`src/rtl/word_byte_serializer.sv`:
```
// word_byte_serializer: captures selector words into a FIFO and streams each as five bytes, MSB first
module word_byte_serializer #(
  parameter int DEPTH  = 4,
  parameter int DROP_W = 8
) (
  input  logic                       clk,
  input  logic                       rst,
  input  logic [39:0]                in_data,
  input  logic                       in_ready,
  input  logic [10:0]                in_tag,
  output logic [7:0]                 tx_data,
  output logic                       tx_valid,
  input  logic                       tx_ready,
  output logic                       tx_first,
  output logic                       tx_last,
  output logic [$clog2(DEPTH):0]     fifo_count,
  output logic                       busy,
  output logic                       overflow,
  output logic [DROP_W-1:0]          drop_count
);
  localparam int AW = $clog2(DEPTH);
  localparam int CW = AW + 1;
  typedef enum logic {IDLE, SEND} state_t;
  state_t state, state_d;
  logic [39:0] mem [DEPTH];
  logic [AW-1:0] wptr, rptr;
  logic [39:0] sh;
  logic [2:0] idx;
  logic ready_q;
  logic [10:0] tag_q;
  logic new_word, hs, last_hs, full, pop, push, drop;
  assign new_word = in_ready & (~ready_q | (in_tag != tag_q));
  assign hs       = tx_valid & tx_ready;
  assign last_hs  = hs & (idx == 3'd4);
  assign full     = fifo_count == CW'(DEPTH);
  always_comb begin
    pop     = (fifo_count != '0) & ((state == IDLE) | last_hs);
    state_d = pop ? SEND : (last_hs ? IDLE : state);
  end
  // a full FIFO still accepts the push when the same edge frees a slot
  assign push = new_word & (~full | pop);
  assign drop = new_word & full & ~pop;
  always_ff @(posedge clk)
    if (!rst && push) mem[wptr] <= in_data;
  always_ff @(posedge clk) begin
    if (rst) begin
      state      <= IDLE;
      ready_q    <= 1'b0;
      tag_q      <= '0;
      wptr       <= '0;
      rptr       <= '0;
      fifo_count <= '0;
      overflow   <= 1'b0;
      drop_count <= '0;
      sh         <= '0;
      idx        <= '0;
      tx_data    <= '0;
      tx_valid   <= 1'b0;
      tx_first   <= 1'b0;
      tx_last    <= 1'b0;
      busy       <= 1'b0;
    end else begin
      state      <= state_d;
      ready_q    <= in_ready;
      tag_q      <= in_tag;
      fifo_count <= fifo_count + CW'(push) - CW'(pop);
      if (push) wptr <= wptr + 1'b1;
      if (pop) rptr <= rptr + 1'b1;
      if (drop) begin
        overflow   <= 1'b1;
        drop_count <= drop_count + DROP_W'(drop_count != '1);
      end
      if (pop) begin
        sh       <= mem[rptr];
        tx_data  <= mem[rptr][39:32];
        idx      <= '0;
        tx_valid <= 1'b1;
        tx_first <= 1'b1;
        tx_last  <= 1'b0;
        busy     <= 1'b1;
      end else if (last_hs) begin
        tx_valid <= 1'b0;
        tx_first <= 1'b0;
        tx_last  <= 1'b0;
        busy     <= 1'b0;
      end else if (hs) begin
        sh       <= sh << 8;
        tx_data  <= sh[31:24];
        idx      <= idx + 3'd1;
        tx_first <= 1'b0;
        tx_last  <= idx == 3'd3;
      end
    end
  end
endmodule

```
`config.mk`:
```
export PLATFORM = sky130hd
export DESIGN_NAME = word_byte_serializer
export DESIGN_NICKNAME = d
export VERILOG_FILES = /design/src/rtl/word_byte_serializer.sv
export SDC_FILE = /design/constraint.sdc
export NUM_CORES = 1
export LEC_CHECK = 0
export CAP_MARGIN = 0
export CORE_UTILIZATION = 45
export DETAILED_ROUTE_END_ITERATION = 8
export DONT_BUFFER_PORTS = 1
export HOLD_SLACK_MARGIN = 0.15
export SLEW_MARGIN = 30
export SYNTH_ARGS = -nofsm -noshare
export SYNTH_HDL_FRONTEND = slang
export SYNTH_SLANG_ARGS = --single-unit
export TNS_END_PERCENT = 50
```
`constraint.sdc`:
```
create_clock -name clk -period 4.55 [get_ports clk]
set_clock_uncertainty 0.2 [all_clocks]
set_input_delay 0.2275 -clock clk [delete_from_list [all_inputs] [get_ports clk]]
set_output_delay 0.2275 -clock clk [all_outputs]
set_load 0.005 [all_outputs]
```
### Yosys cells after proc, flatten, opt, wreduce, memory -nomap -nowiden

Memories as Yosys holds them, arrays and structs flattened. A register that Yosys moved wholly into a read port is not among the register bits.
Cells that the tools add are included.

* register bits after elaboration: 74
* bits in latches: 0
* memory bits (writable): 160
* memory bits (read-only): 0
* input bits: 55
* output and inout bits: 24
* word-level logic and storage cells: 66
* memories: 1

Memories
* mem: depth 4, bits a word 40, rd ports 1, clocked after memory_dff 1, wr ports 1, line 25 `logic [39:0] mem [DEPTH];`

* add/sub/neg operators: 6
* $mul: 0
* divide/modulo/power cells: 0
* magnitude comparators: 0
* eq/ne operators: 6
* shifts and indexed selects: 0
* mux-type cells: 15
* bitwise gates (word level): 15
* reduce and logical (&&, ||, !) cells: 10

Operator list (count)
* $mux W32: 3
* $mux W8: 3
* $ne A11 B11 Y1: 1
* $add A8 B1 Y8: 1
* $ne A8 B8 Y1 const B: 1
* $and A1 B1 Y1: 7
* $mux W1: 7
* $eq A3 B3 Y1 const B: 2
* $reduce_bool A3 Y1: 2
* $not A1 Y1: 5
* $add A2 B1 Y2 const B: 2
* $mux W2: 2
* $reduce_and A2 Y1: 2
* $reduce_bool A2 Y1: 2
* $add A3 B1 Y3: 1
* $add A3 B1 Y3 const B: 1
* $eq A3 B2 Y1 const B: 1
* $or A1 B1 Y1: 3
* $reduce_or A3 Y1: 1
* $sub A3 B1 Y3: 1
* $ne A2 B1 Y1 const B: 1
* $reduce_or A2 Y1: 1
* $logic_and A1 B1 Y1: 1
* $logic_not A1 Y1: 1

### Logic depth before layout (Yosys ltp)

* depth after elaboration: 9
* mapped depth: 12
* depth with buffers taken out: 11

### Least setup slack after synthesis

OpenSTA, ideal clock, no wires.

* path type: register to register
* start: register idx[0]
* end: memory mem[0][0] (enable)
* library setup time: 401 ps
* arrival time: 1981 ps
* required time: 3949 ps
* path slack: 1967 ps
* stages on the path, launching flop included: 7
* path buffers: 0
* period minus slack after synthesis: 2583 ps
* cell sequence: dfxtp_1 -> inv_1 -> ha_1 -> nand3_2 -> nand4_1 -> and3_1 -> and2_1

* longest elaborated chain between the ends: 9

RTL lines
* from (decl): line 28 `logic [2:0] idx;`
* from (signal assigned): line 89 `idx <= idx + 3'd1;`
* $eq A3 B3 Y1: line 34 `assign last_hs = hs & (idx == 3'd4);`
* $and A1 B1 Y1: line 34
* $or A1 B1 Y1: line 37 `pop = (fifo_count != '0) & ((state == IDLE) | last_hs);`
* $and A1 B1 Y1: line 37
* $or A1 B1 Y1: line 41 `assign push = new_word & (~full | pop);`
* $and A1 B1 Y1: line 41
* $logic_and A1 B1 Y1: line 44 `if (!rst && push) mem[wptr] <= in_data;`
* $mux W1: line 44
* $mux W1 (not written as such): line 44
* to (decl): line 25

No other way between the ends.

### Worst setup path after layout

* start: register tag_q[7]
* end: register drop_count[4]

* longest elaborated chain between the ends: 5

RTL lines
* from (decl): line 30 `logic [10:0] tag_q;`
* from (signal assigned): line 65 `tag_q <= in_tag;`
* $ne A11 B11 Y1: line 32 `assign new_word = in_ready & (~ready_q | (in_tag != tag_q));`
* $or A1 B1 Y1: line 32
* $and A1 B1 Y1: line 32
* $and A1 B1 Y1 (2 in a row): line 42 `assign drop = new_word & full & ~pop;`
* to (signal assigned): line 71 `drop_count <= drop_count + DROP_W'(drop_count != '1);`
* to (decl): line 19 `output logic [DROP_W-1:0] drop_count`

No other way between the ends.
A chain may end at the register's enable or synchronous reset.

==> flow_summary_export.csv <==
group,metric,value,unit
synthesis,syn_nets,621,
timing,period_share,66.6,%
critical_path,start_kind,"flip-flop",
global_routing,grt_max_degree,79,
power,power_density,569,nW/um^2
cells_and_area,finalNonFillerCells,905,
drt,vias,4765,
timing,tns,0,ns
power,leakage,0.00362,uW
drt,ant_nets,0,
drt,post_drt_wl_per_cell,18.8,microns
synthesis,ys_seq_area_share,69.4,%
clocking,htree_levels,1,
power,p_int,4500,uW
synthesis,ys_seq_elements,236,
power,p_switching,1690,uW
critical_path,criticalPathCategory,"flip-flop to flip-flop",
drt,wl_met3,782,microns
cells_and_area,nets,686,
global_routing,grt_antenna_before_repair,0,
place,dp_hpwl,10200,microns
place,dpl.cell_count,797,
cells_and_area,fin_util,55.3,%
power,swShare,27.3,%
drt,drt_iter0_drc,236,
cells_and_area,final_common_cell,"edfxtp_1",
timing,rsz0062_at_grt,"false",
power,clkPwrFrac,34.4,%
global_routing,grt_pass1_vias,5083,
clocking,postCtsSetupRepairBufs,0,
clocking,clockBufferDepth,3,
worst_hold_path,min_path_type,"input pin to flip-flop",
floorplan,start_util,46.4,%
timing,worstMarginPinSlew,0.868,ns
timing,clock.fmax,330,MHz
critical_path,critPathCaptureType,"flip-flop",
critical_path,path_max_fanout,10,
cells_and_area,syn2layout_area_growth,19.4,%
clocking,cts_resized,0,
synthesis,ys_warn_count,0,
synthesis,synth_edf_count,160,
clocking,clk_pin_slew,0.06,ns
floorplan,io_pins,79,
power,ir_worst_vdd,334,uV
run,cap_violations,0,
drt,topRoutingLayerUsed,"met4",
clocking,cts.sink_count,236,
drt,wl,17000,microns
global_routing,grt_overflow,0,
synthesis,synth_ff_type,"edfxtp_1",
power,p_comb_share,21.0,%
timing,maxSlewViolCount,0,
synthesis,avgSynthCellArea,16.4,sq um
timing,max-slew-margin-rel,42.1,%
synthesis,mappedNetlistArea,9110,sq um
cells_and_area,final_cell_mix,"edfxtp_1 (160), dfxtp_1 (74), dlygate4sd3_1 (59)",
drt,wl_met1,7610,microns
timing,finalSetupViolCount,0,
critical_path,crit_required,4.80,ns
place,gp_congestion,0.694,
clocking,cts_root_buf,"clkbuf_16",
clocking,cts_buffers,25,
critical_path,arrival,3.28,ns
global_routing,grt_pass1_wl,26900,microns
synthesis,synthArstFlopShare,0,%
power,power_frac_seq,44.6,%
floorplan,die-area,20800,sq um
floorplan,die_h,144,microns
synthesis,synth_cell_types,43,
clocking,cts_hold_buf,60,
floorplan,die_x,144,microns
clocking,cts_tree,"built",
global_routing,grt.total_usage,17.2,%
timing,finalHoldViolations,0,
clocking,clk_latency,0.52,ns
place,port_buffers,0,
run_status,status,"finished clean",
drt,route.detailed.drc,0,
drt,first_pass_iters,4,
synthesis,netlist_instances,555,
floorplan,fp.coreArea,19700,sq um
timing,min_period,3.03,ns
floorplan,row_count,51,
drt,wl_met2,8360,microns
cells_and_area,drive_gt1_share,16.4,%
drt,vias_per_cell,5.27,
==> synth_stat cells (all sizes together) (4+ instances only) <==
library cell	n	area share, %
nand3	4	0.27
o21ai	4	0.22
xnor2	16	1.5
nor2b	15	1.0
edfxtp	160	53
o31ai	4	0.38
buf	14	1.1
nand4	11	0.76
ha	10	1.4
a21oi	12	0.74
and3	4	0.29
and2	4	0.27
nor2	48	2.0
mux4	40	9.9
or3	4	0.34
nand2b	5	0.34
a22oi	9	0.74
clkbuf	17	0.70
a211oi	32	2.6
inv	8	0.33
nand2	7	0.29
mux2i	35	3.8
dfxtp	76	17
nor3	4	0.22
==> cell type report <==
| cell class | count | area (sq um) |
|---|---|---|
| Sequential cell | 236 | 6330 |
| Multi-Input combinational cell | 280 | 2620 |
| Clock inverter | 13 | 198 |
| Fill cell | 1591 | 8780 |
| Timing Repair Buffer | 69 | 693 |
| Clock buffer | 33 | 676 |
| Antenna cell | 1 | 2.50 |
| Inverter | 8 | 30.0 |
| Tap cell | 265 | 332 |
==> state kept, by name, summed over array words and instances (netlist names), named ones only <==
signal      flops
fifo_count      3
overflow        1
rptr            2
sh             32
idx             3
wptr            2
ready_q         1
mem           160
tx_last         1
tx_first        1
tag_q          11
state           1
tx_data         8
drop_count      8
==> worst max-delay path, cell delays in order, from the launching register on <==
cell and delay (ns):
dfxtp_1 0.31, xnor2_1 0.26, nand4_1 0.14, dlygate4sd3_1 0.59
o31ai_2 0.54, dlygate4sd3_1 0.70, o21ai_0 0.10, a21oi_1 0.13
==> final timing paths <==
check	from	to	slack (ns)	depth (start not counted)
setup / recovery	tag_q[7]$_SDFF_PP0_	drop_count[4]$_SDFFE_PP0P_	1.52	7
hold / removal	in_tag[7]	drop_count[1]$_SDFFE_PP0P_	0.18	5
setup reg to reg	tag_q[7]$_SDFF_PP0_	drop_count[4]$_SDFFE_PP0P_	1.52	7
hold reg to reg	sh[31]$_SDFFE_PP0P_	sh[31]$_SDFFE_PP0P_	0.30	2
==> stage by stage <==
stage / total power [uW] / area [sq um] / hold slack, ns / worst slack, ns
final: 6190 / 10900 / 0.182 / 1.52
after floorplan: 3770 / 9110 / 0.107 / 1.97
after detailed placement: 4040 / 9370 / 0.107 / 1.72
after CTS: 6240 / 10900 / 0.154 / 1.54
after global routing: 6490 / 10900 / 0.188 / 1.31
after global placement: 4000 / 9370 / 0.106 / 1.82
==> power groups by stage <==
stage	Sequential [uW]	Combinational, uW	Clock (uW)
2_1_floorplan	2670	1100	0
3_3_place_gp	2800	1200	0
3_5_place_dp	2810	1220	0
4_1_cts	2770	1300	2170
5_1_grt	2800	1430	2260
6_report	2760	1300	2130
==> per-layer routing <==
layer  vias up  GRT usage [%]
li1       2285              -
met1      2359           22.9
met2       101           28.9
met3        20           3.34
met4         0           4.54
met5         -              0
==> cells by family (layout without fill, tap and decap cells) <==
logic type	Yosys count	in the layout	synth area share, %
compound gates	65	65	5.12
other cells	0	1	0
simple gates	111	111	6.23
fa+ha+maj	11	11	1.59
xor+xnor	17	17	1.63
buf+inv	39	123	2.10
mux	76	76	13.9
flops	236	236	69.4
(Power assumes the default switching activity.)
